## src/rtl/gbf_pkg.sv

```systemverilog
// Shared constants, per-port request record and circular index helper for the GBF port arbiter.
// Latency: n/a (declarations only).
// Backpressure: n/a.
package gbf_pkg;

    localparam int NUM_PORTS = 4;

    // Upper bounds for the generic port record; instances zero-fill above their own widths.
    localparam int MAX_AW    = 16;
    localparam int MAX_WIDTH = 64;

    typedef struct packed {
        logic                 we;
        logic [MAX_AW-1:0]    addr;
        logic [MAX_WIDTH-1:0] data;
    } port_req_t;

    // (base + off) mod n, for base < n and off < n; a compare and subtract, no divider.
    function automatic int unsigned circ_add(input int unsigned base,
                                             input int unsigned off,
                                             input int unsigned n);
        int unsigned s;
        s = base + off;
        if (s >= n) begin
            s = s - n;
        end
        return s;
    endfunction

endpackage

```

## src/rtl/gbf_port_arbiter_if.sv

```systemverilog
// Requester and RAM-port bundle of the GBF port arbiter.
// Latency: n/a (wires only). slave = arbiter side, master = requesters plus RAM.
// Backpressure: req_ready gates each requester; the RAM side has none.
interface gbf_port_arbiter_if
    import gbf_pkg::*;
#(
    parameter int WIDTH  = 32,
    parameter int HEIGHT = 48,
    parameter int N_REQ  = 8
);
    localparam int AW = $clog2(HEIGHT);

    logic [N_REQ-1:0]           req_valid;
    logic [N_REQ-1:0]           req_we;
    logic [N_REQ*AW-1:0]        req_addr;
    logic [N_REQ*WIDTH-1:0]     req_wdata;
    logic [N_REQ-1:0]           req_ready;
    logic [N_REQ-1:0]           rsp_valid;
    logic [N_REQ*WIDTH-1:0]     rsp_rdata;
    logic [NUM_PORTS-1:0]       ram_we;
    logic [NUM_PORTS*AW-1:0]    ram_addr;
    logic [NUM_PORTS*WIDTH-1:0] ram_data;
    logic [NUM_PORTS*WIDTH-1:0] ram_q;

    modport slave (
        input  req_valid, req_we, req_addr, req_wdata, ram_q,
        output req_ready, rsp_valid, rsp_rdata, ram_we, ram_addr, ram_data
    );

    modport master (
        output req_valid, req_we, req_addr, req_wdata, ram_q,
        input  req_ready, rsp_valid, rsp_rdata, ram_we, ram_addr, ram_data
    );

endinterface

```

## src/rtl/gbf_rr_allocator.sv

```systemverilog
// Round-robin scan mapping up to four requests onto RAM ports a..d, blocking same-address writes.
// Latency: purely combinational.
// Backpressure: requests beyond four ports or hitting an earlier write address are simply not granted.
module gbf_rr_allocator
    import gbf_pkg::*;
#(
    parameter int N_REQ  = 8,
    parameter int HEIGHT = 48,
    parameter int AW     = 6,
    parameter int PW     = $clog2(N_REQ)
) (
    input  logic [PW-1:0]                 rr_ptr,
    input  logic [N_REQ-1:0]              req_valid,
    input  logic [N_REQ-1:0]              req_we,
    input  logic [N_REQ*AW-1:0]           req_addr,
    output logic [N_REQ-1:0]              grant,
    output logic [N_REQ-1:0]              conflict,
    output logic [NUM_PORTS-1:0]          port_vld,
    output logic [NUM_PORTS-1:0][PW-1:0]  port_idx,
    output logic                          any_grant,
    output logic [PW-1:0]                 last_idx
);
    localparam logic [AW:0] HEIGHT_W = (AW+1)'(HEIGHT);

    logic [2:0]                   taken;
    logic [NUM_PORTS-1:0]         wr_vld;
    logic [NUM_PORTS-1:0][AW-1:0] wr_addr;
    logic [PW-1:0]                idx;
    logic [AW-1:0]                addr;
    logic                         hit;

    always_comb begin
        grant    = '0;
        conflict = '0;
        port_vld = '0;
        port_idx = '0;
        wr_vld   = '0;
        wr_addr  = '0;
        taken    = '0;
        idx      = '0;
        addr     = '0;
        hit      = 1'b0;
        last_idx = '0;
        for (int k = 0; k < N_REQ; k++) begin
            idx  = PW'(circ_add(32'(rr_ptr), k, N_REQ));
            addr = req_addr[idx*AW +: AW];
            // Only in-range granted writes are recorded, so a hit always means a real RAM collision.
            hit  = 1'b0;
            for (int p = 0; p < NUM_PORTS; p++) begin
                if (wr_vld[p] && (wr_addr[p] == addr)) begin
                    hit = 1'b1;
                end
            end
            // A conflict is counted only when a port was still free: the address clash,
            // not port exhaustion, is what holds that write back.
            if (req_valid[idx] && (taken < 3'(NUM_PORTS))) begin
                if (req_we[idx] && hit) begin
                    conflict[idx] = 1'b1;
                end else begin
                    grant[idx]             = 1'b1;
                    port_vld[taken[1:0]]   = 1'b1;
                    port_idx[taken[1:0]]   = idx;
                    last_idx               = idx;
                    if (req_we[idx] && ({1'b0, addr} < HEIGHT_W)) begin
                        wr_vld[taken[1:0]]  = 1'b1;
                        wr_addr[taken[1:0]] = addr;
                    end
                    taken = taken + 3'd1;
                end
            end
        end
    end

    assign any_grant = |grant;

endmodule

```

## src/rtl/gbf_port_arbiter.sv

```systemverilog
// Shares the four GBF RAM ports among N_REQ requesters round-robin; ports clk, rst_n, bus (slave), conflict_cnt.
// Latency: grant and RAM port drive same cycle; read data registered, rsp_valid one cycle after grant.
// Backpressure: req_ready low when all ports are taken or a write would hit an address already written this cycle.
module gbf_port_arbiter
    import gbf_pkg::*;
#(
    parameter  int WIDTH  = 32,
    parameter  int HEIGHT = 48,
    parameter  int N_REQ  = 8,
    localparam int AW     = $clog2(HEIGHT)
) (
    input  logic                     clk,
    input  logic                     rst_n,
    gbf_port_arbiter_if.slave        bus,
    output logic [15:0]              conflict_cnt
);
    localparam int          PW       = $clog2(N_REQ);
    localparam int          CW       = $clog2(N_REQ + 1);
    localparam logic [AW:0] HEIGHT_W = (AW+1)'(HEIGHT);

    logic [PW-1:0]                rr_ptr;
    logic [N_REQ-1:0]             grant;
    logic [N_REQ-1:0]             conflict;
    logic [NUM_PORTS-1:0]         port_vld;
    logic [NUM_PORTS-1:0][PW-1:0] port_idx;
    logic                         any_grant;
    logic [PW-1:0]                last_idx;

    port_req_t [NUM_PORTS-1:0]    preq;
    logic [NUM_PORTS-1:0]         port_rd;
    logic [NUM_PORTS-1:0]         port_inr;
    logic [PW-1:0]                pi;
    logic [AW-1:0]                pa;
    logic                         pinr;
    logic                         unused_hi;

    logic [N_REQ-1:0]             rsp_valid_q, rsp_valid_nxt;
    logic [N_REQ*WIDTH-1:0]       rsp_rdata_q, rsp_rdata_nxt;
    logic [CW-1:0]                n_conf;
    logic [16:0]                  cnt_sum;
    logic [15:0]                  cnt_nxt;
    logic [PW-1:0]                ptr_nxt;

    gbf_rr_allocator #(
        .N_REQ  (N_REQ),
        .HEIGHT (HEIGHT),
        .AW     (AW),
        .PW     (PW)
    ) u_alloc (
        .rr_ptr    (rr_ptr),
        .req_valid (bus.req_valid),
        .req_we    (bus.req_we),
        .req_addr  (bus.req_addr),
        .grant     (grant),
        .conflict  (conflict),
        .port_vld  (port_vld),
        .port_idx  (port_idx),
        .any_grant (any_grant),
        .last_idx  (last_idx)
    );

    assign bus.req_ready = grant & {N_REQ{rst_n}};

    // Gather the granted request for each port; out-of-range writes keep we low (dropped).
    always_comb begin
        preq     = '0;
        port_rd  = '0;
        port_inr = '0;
        pi       = '0;
        pa       = '0;
        pinr     = 1'b0;
        for (int p = 0; p < NUM_PORTS; p++) begin
            pi   = port_idx[p];
            pa   = bus.req_addr[pi*AW +: AW];
            pinr = ({1'b0, pa} < HEIGHT_W);
            if (port_vld[p]) begin
                preq[p].addr = MAX_AW'(pa);
                if (bus.req_we[pi]) begin
                    preq[p].we   = pinr;
                    preq[p].data = MAX_WIDTH'(bus.req_wdata[pi*WIDTH +: WIDTH]);
                end else begin
                    port_rd[p]  = 1'b1;
                    port_inr[p] = pinr;
                end
            end
        end
    end

    always_comb begin
        bus.ram_we   = '0;
        bus.ram_addr = '0;
        bus.ram_data = '0;
        unused_hi    = 1'b0;
        for (int p = 0; p < NUM_PORTS; p++) begin
            bus.ram_we[p]                   = preq[p].we & rst_n;
            bus.ram_addr[p*AW +: AW]        = preq[p].addr[AW-1:0];
            bus.ram_data[p*WIDTH +: WIDTH]  = preq[p].data[WIDTH-1:0];
            // Bits above AW/WIDTH in the generic record are zero by construction.
            unused_hi = unused_hi ^ (^(preq[p].addr >> AW)) ^ (^(preq[p].data >> WIDTH));
        end
    end

    // ram_q is sampled at the same edge that commits writes, so a same-cycle read sees old data.
    always_comb begin
        rsp_valid_nxt = '0;
        rsp_rdata_nxt = rsp_rdata_q;
        for (int p = 0; p < NUM_PORTS; p++) begin
            if (port_rd[p]) begin
                rsp_valid_nxt[port_idx[p]] = 1'b1;
                rsp_rdata_nxt[port_idx[p]*WIDTH +: WIDTH] =
                    port_inr[p] ? bus.ram_q[p*WIDTH +: WIDTH] : '0;
            end
        end
    end

    always_comb begin
        n_conf = '0;
        for (int i = 0; i < N_REQ; i++) begin
            n_conf = n_conf + CW'(conflict[i]);
        end
        cnt_sum = 17'(conflict_cnt) + 17'(n_conf);
        cnt_nxt = cnt_sum[16] ? 16'hFFFF : cnt_sum[15:0];
        ptr_nxt = any_grant ? PW'(circ_add(32'(last_idx), 1, N_REQ)) : rr_ptr;
    end

    always_ff @(posedge clk or negedge rst_n) begin
        if (!rst_n) begin
            rr_ptr       <= '0;
            rsp_valid_q  <= '0;
            rsp_rdata_q  <= '0;
            conflict_cnt <= '0;
        end else begin
            rr_ptr       <= ptr_nxt;
            rsp_valid_q  <= rsp_valid_nxt;
            rsp_rdata_q  <= rsp_rdata_nxt;
            conflict_cnt <= cnt_nxt;
        end
    end

    assign bus.rsp_valid = rsp_valid_q;
    assign bus.rsp_rdata = rsp_rdata_q;

endmodule

```

## src/flat_wrapper.sv

```systemverilog
// flat-port wrapper written by rule: the top's interface ports become plain ports
module gbf_port_arbiter_flat import gbf_pkg::*;
#(
    parameter  int WIDTH  = 32,
    parameter  int HEIGHT = 48,
    parameter  int N_REQ  = 8,
    localparam int AW     = $clog2(HEIGHT)
)
  (clk, rst_n, conflict_cnt, bus_req_valid, bus_req_we, bus_req_addr, bus_req_wdata, bus_ram_q, bus_req_ready, bus_rsp_valid, bus_rsp_rdata, bus_ram_we, bus_ram_addr, bus_ram_data);
  gbf_port_arbiter_if #(.WIDTH(WIDTH), .HEIGHT(HEIGHT), .N_REQ(N_REQ)) bus_i ();
  input  logic clk;
  input  logic rst_n;
  output logic [15:0] conflict_cnt;
  input wire logic [$bits(bus_i.req_valid)-1:0] bus_req_valid;
  input wire logic [$bits(bus_i.req_we)-1:0] bus_req_we;
  input wire logic [$bits(bus_i.req_addr)-1:0] bus_req_addr;
  input wire logic [$bits(bus_i.req_wdata)-1:0] bus_req_wdata;
  input wire logic [$bits(bus_i.ram_q)-1:0] bus_ram_q;
  output wire logic [$bits(bus_i.req_ready)-1:0] bus_req_ready;
  output wire logic [$bits(bus_i.rsp_valid)-1:0] bus_rsp_valid;
  output wire logic [$bits(bus_i.rsp_rdata)-1:0] bus_rsp_rdata;
  output wire logic [$bits(bus_i.ram_we)-1:0] bus_ram_we;
  output wire logic [$bits(bus_i.ram_addr)-1:0] bus_ram_addr;
  output wire logic [$bits(bus_i.ram_data)-1:0] bus_ram_data;
  assign bus_i.req_valid = bus_req_valid;
  assign bus_i.req_we = bus_req_we;
  assign bus_i.req_addr = bus_req_addr;
  assign bus_i.req_wdata = bus_req_wdata;
  assign bus_i.ram_q = bus_ram_q;
  assign bus_req_ready = bus_i.req_ready;
  assign bus_rsp_valid = bus_i.rsp_valid;
  assign bus_rsp_rdata = bus_i.rsp_rdata;
  assign bus_ram_we = bus_i.ram_we;
  assign bus_ram_addr = bus_i.ram_addr;
  assign bus_ram_data = bus_i.ram_data;
  gbf_port_arbiter #(.WIDTH(WIDTH), .HEIGHT(HEIGHT), .N_REQ(N_REQ)) u_core (.clk(clk), .rst_n(rst_n), .bus(bus_i), .conflict_cnt(conflict_cnt));
endmodule
```

## config.mk

```make
export PLATFORM = sky130hd
export DESIGN_NAME = gbf_port_arbiter_flat
export DESIGN_NICKNAME = d
export VERILOG_FILES = /design/src/rtl/gbf_pkg.sv /design/src/rtl/gbf_port_arbiter_if.sv /design/src/rtl/gbf_rr_allocator.sv /design/src/rtl/gbf_port_arbiter.sv /design/src/flat_wrapper.sv
export SDC_FILE = /design/constraint.sdc
export NUM_CORES = 2
export LEC_CHECK = 0
export CAP_MARGIN = 30
export CORE_AREA = 5 5 346 348
export CTS_CLUSTER_DIAMETER = 100
export CTS_CLUSTER_SIZE = 30
export DETAILED_ROUTE_END_ITERATION = 12
export DIE_AREA = 0 0 351 353
export PLACE_DENSITY = 0.54
export RECOVER_POWER = 100
export SLEW_MARGIN = 15
export SYNTH_ARGS = -nofsm -noshare
export SYNTH_HDL_FRONTEND = slang
export SYNTH_HIERARCHICAL = 1
export SYNTH_SLANG_ARGS = --single-unit
```

## constraint.sdc

```tcl
create_clock -name clk -period 30.3 [get_ports clk]
set_input_delay 4.545 -clock clk [delete_from_list [all_inputs] [get_ports clk]]
set_output_delay 4.545 -clock clk [all_outputs]
set_load 0.05 [all_outputs]
```

==> summary.md <==
### Routing
- 9,445 — iteration-0 DRC count of the detailed router
- 51,200 — DR vias
- 0 — Remaining DRCs
- 7.43 — Avg Vias per Cell
- 9 — count of TritonRoute iterations in the first routing pass
- 281,000 microns — detailed-route wire length
- 0 — number of nets with antenna violations after routing
- 40.8 microns — average wire length per cell after detail routing

### Synthesis
- 1.00 — fraction of registers with async set or reset after synthesis
- 283 — synthesis-stage register bit count
- 39,100 sq um — Netlist Area Pre-Place
- 6 — number of warnings printed during yosys synthesis
- 4,730 — Post-Syn Instances
- 8.27 sq um — Avg Cell Area, Syn
- 118 — distinct cell type count after synthesis
- 0 — number of enable flip-flop cells after synthesis
- 5,235 — Synthesized Nets
- 0.181 — proportion of synthesized chip area in sequential cells
- sky130_fd_sc_hd__dfrtp_1 — Main synth FF type

### Clocking
- 283 — number of sinks driven by the clock tree
- 0 — post-cts resize count
- 0 — hold buffer count at cts
- 0.12 ns — clock transition at the registers of the reported paths
- 3 — maximum root-to-sink buffer count
- done — TritonCTS clock tree
- sky130_fd_sc_hd__clkbuf_16 — clock root buffer
- 14 — TritonCTS Buffers
- 0 — post-CTS setup-driven buffer insertion count
- 1 — CTS H-tree lvls
- 0.56 ns — source-to-sink clock delay at the later pin of the worst-skew pair

### Setup path
- sky130_fd_sc_hd__a211oi_1 — master of the slowest instance on the critical path
- simple AND/OR/NAND/NOR gates — gate family responsible for the most delay along the worst path
- 2.19 ns — slowest stage delay, CP
- 23.37 ns — arrival time at the worst endpoint
- 42 — CP Max Fanout
- input pin — type of element launching the critical path
- in -> out — kind of critical path
- 25.76 ns — worst endpoint required time
- 7 — Crit path buffers/inverters
- sky130_fd_sc_hd__nand2_1 — Critical Path Most Common Cell
- output port — capturing element type of the critical path

### Worst hold path
- reg -> reg — Hold Path Class

### Place
- 6,796 — placed insts
- 4.88 ns — post-placement worst setup slack
- 49,600 sq um — dpl cell area
- 1.04 — Final GP Congestion
- 893 — Buffers on Ports
- 203,000 microns — half-perimeter wire length of the detailed placement result

### STA
- 0 — Setup Viol. Count Final
- 0.921 — Period Utilization, post-route
- false — RSZ-0062 raised after global routing
- 9.15 ns — slew of the pin with the lowest slew margin
- 0.0533 ns — worst clock skew on the final layout
- 0 — number of hold-slack violations in the final timing report
- 2.38 ns — setup ws final
- 35.8 MHz — Highest Clock Rate
- 27.92 ns — Tmin final
- 0 ns — setup TNS
- -5.10 — Relative slew margins
- 623 — number of pins exceeding their max-slew limit in the final report

### Global route
- 93 — antenna violations before repair
- 155 — maximum number of pins on one net before global-route repair
- 0 — gr ovfl total
- 0.427 — overall routing resource usage
- 383,000 microns — first-pass GRT wire length
- 46,400 — vias in the first global route

### Floorplanning
- 125 — num rows
- 351 microns — horizontal die dimension
- 894 — boundary pin count
- 0.338 — Initial Util
- 116,000 sq um — area of the core region
- 124,000 sq um — total die area
- 353 microns — Die Height

### Final layout
- 50,100 sq um — post-route cell area
- 5,799 — net count reported at finish
- 6,886 — count of non-filler cells in the finished layout
- 28.0% — layout-stage area growth over the synthesis result
- 11,600 — fill cell count
- 0.114 — fraction of final layout cells with drive strength greater than 1

### Status
- finished, violations left — result of the run
- capacitance limit, slew limit — failing checks

### Job
- 14 — number of maximum-capacitance violations

-- logic make-up (layout without fill, tap and decap cells) --
family / count (synthesis) / count (layout) / synth area share
flops: 283 / 283 / 0.181
simple gates: 1443 / 1443 / 0.176
compound gates: 1761 / 1761 / 0.326
buf+inv: 586 / 1155 / 0.0628
other cells: 0 / 63 / 0
mux: 457 / 457 / 0.204
xor+xnor: 145 / 145 / 0.0325
fa+ha+maj: 55 / 55 / 0.0185
-- cell usage in the layout (no fill, tap or decap), types with 49 or more instances in the layout --
cell type and n:
sky130_fd_sc_hd__clkdlybuf4s50_1 454, sky130_fd_sc_hd__a21o_1 50, sky130_fd_sc_hd__ha_1 49, sky130_fd_sc_hd__inv_1 72, sky130_fd_sc_hd__nand3_1 119, sky130_fd_sc_hd__diode_2 63
sky130_fd_sc_hd__dlygate4sd3_1 438, sky130_fd_sc_hd__o21ai_0 171, sky130_fd_sc_hd__buf_4 135, sky130_fd_sc_hd__nand2_1 541, sky130_fd_sc_hd__a221o_1 70, sky130_fd_sc_hd__mux2i_1 133
sky130_fd_sc_hd__xnor2_1 97, sky130_fd_sc_hd__dfrtp_1 280, sky130_fd_sc_hd__a21oi_1 397, sky130_fd_sc_hd__a31oi_1 71, sky130_fd_sc_hd__nor2_1 335, sky130_fd_sc_hd__mux4_2 266
sky130_fd_sc_hd__a22oi_1 180, sky130_fd_sc_hd__nor3_1 81, sky130_fd_sc_hd__a22o_1 93, sky130_fd_sc_hd__a211oi_1 77, sky130_fd_sc_hd__and2_1 74, sky130_fd_sc_hd__a221oi_1 263
-- registers in the layout, indices dropped and copies added (netlist names) --
signal	cells
u_core/conflict_cnt	16
u_core/bus.rsp_valid	8
u_core/bus.rsp_rdata	256
u_core/rr_ptr	3
-- final cells by class --
cell class	instances	area, sq um	share of cell area
antenna	63	158	0.00315
clock buffer	17	382	0.00762
clock inverter	4	70.1	0.00140
inverter	80	304	0.00607
multi-input combinational	3861	30000	0.599
sequential	283	7090	0.142
tap	1524	1910	0.0381
timing repair buffer	1054	10200	0.203
-- layer usage --
layer	track usage	wire length, microns	vias up
met4	0.246	21700	62
met5	0.00118	455	-
met2	0.596	113000	5171
met1	0.553	102000	24900
met3	0.172	43200	1154
li1	-	-	19900
-- metrics by stage --
| step | utilization | hold WS [ns] |
|---|---|---|
| after detailed placement | 0.428 | 0.540 |
| final | 0.432 | 0.565 |
| after CTS | 0.431 | 0.574 |
| after floorplan | - | 0.533 |
| after global placement | 0.427 | 0.538 |
| after global routing | 0.432 | 0.621 |
-- worst min-delay path: cells and delay by family, from the launching register on --
family	cells	cell delay [ns]
flip-flops	1	0.40
AND/OR/NAND/NOR	1	0.06
XOR/XNOR	1	0.08
-- path summary, 6_finish.rpt --
kind	start	endpoint	slack (ns)	cells after the start
setup / recovery	bus_req_addr[19]	bus_ram_we[0]	2.38	43
hold / removal	u_core/conflict_cnt[6]	u_core/conflict_cnt[6]	0.57	2
setup reg to reg	u_core/rr_ptr[0]	u_core/bus.rsp_rdata[227]	6.30	44
hold reg to reg	u_core/conflict_cnt[6]	u_core/conflict_cnt[6]	0.57	2
max in group asynchronous	rst_n	u_core/conflict_cnt[8]	13.03	3
min in group asynchronous	rst_n	u_core/bus.rsp_rdata[93]	5.03	1
-- Yosys cell counts, drive strengths merged, types with 19 or more instances --
cell type | count | area, sq um
buf | 165 | 860
o2bb2ai | 20 | 175
nor2b | 22 | 138
nor2 | 350 | 1320
a31oi | 74 | 475
mux2i | 148 | 1510
a2111oi | 20 | 194
clkbuf | 341 | 1290
a22oi | 181 | 1360
nand3 | 121 | 611
xnor2 | 99 | 867
xor2 | 46 | 403
nor3 | 95 | 527
or3 | 29 | 181
a22o | 93 | 815
a21oi | 410 | 2080
mux4 | 266 | 5990
o31ai | 40 | 305
a211o | 19 | 166
o221ai | 19 | 166
nor4 | 35 | 295
inv | 75 | 284
a221oi | 264 | 2320
nand4 | 34 | 219
nand2b | 23 | 144
a21o | 50 | 375
o22ai | 24 | 163
a211oi | 83 | 651
a221o | 71 | 711
ha | 50 | 626
and2 | 76 | 475
mux2 | 43 | 488
or4 | 25 | 188
nand2 | 542 | 2040
o21ai | 179 | 896
o211ai | 44 | 330
dfrtp | 283 | 7080
and3 | 25 | 156
Power is left out: the tool's default activity adds up to more than one toggle a clock period on the data nets, which glitch-free logic cannot reach.
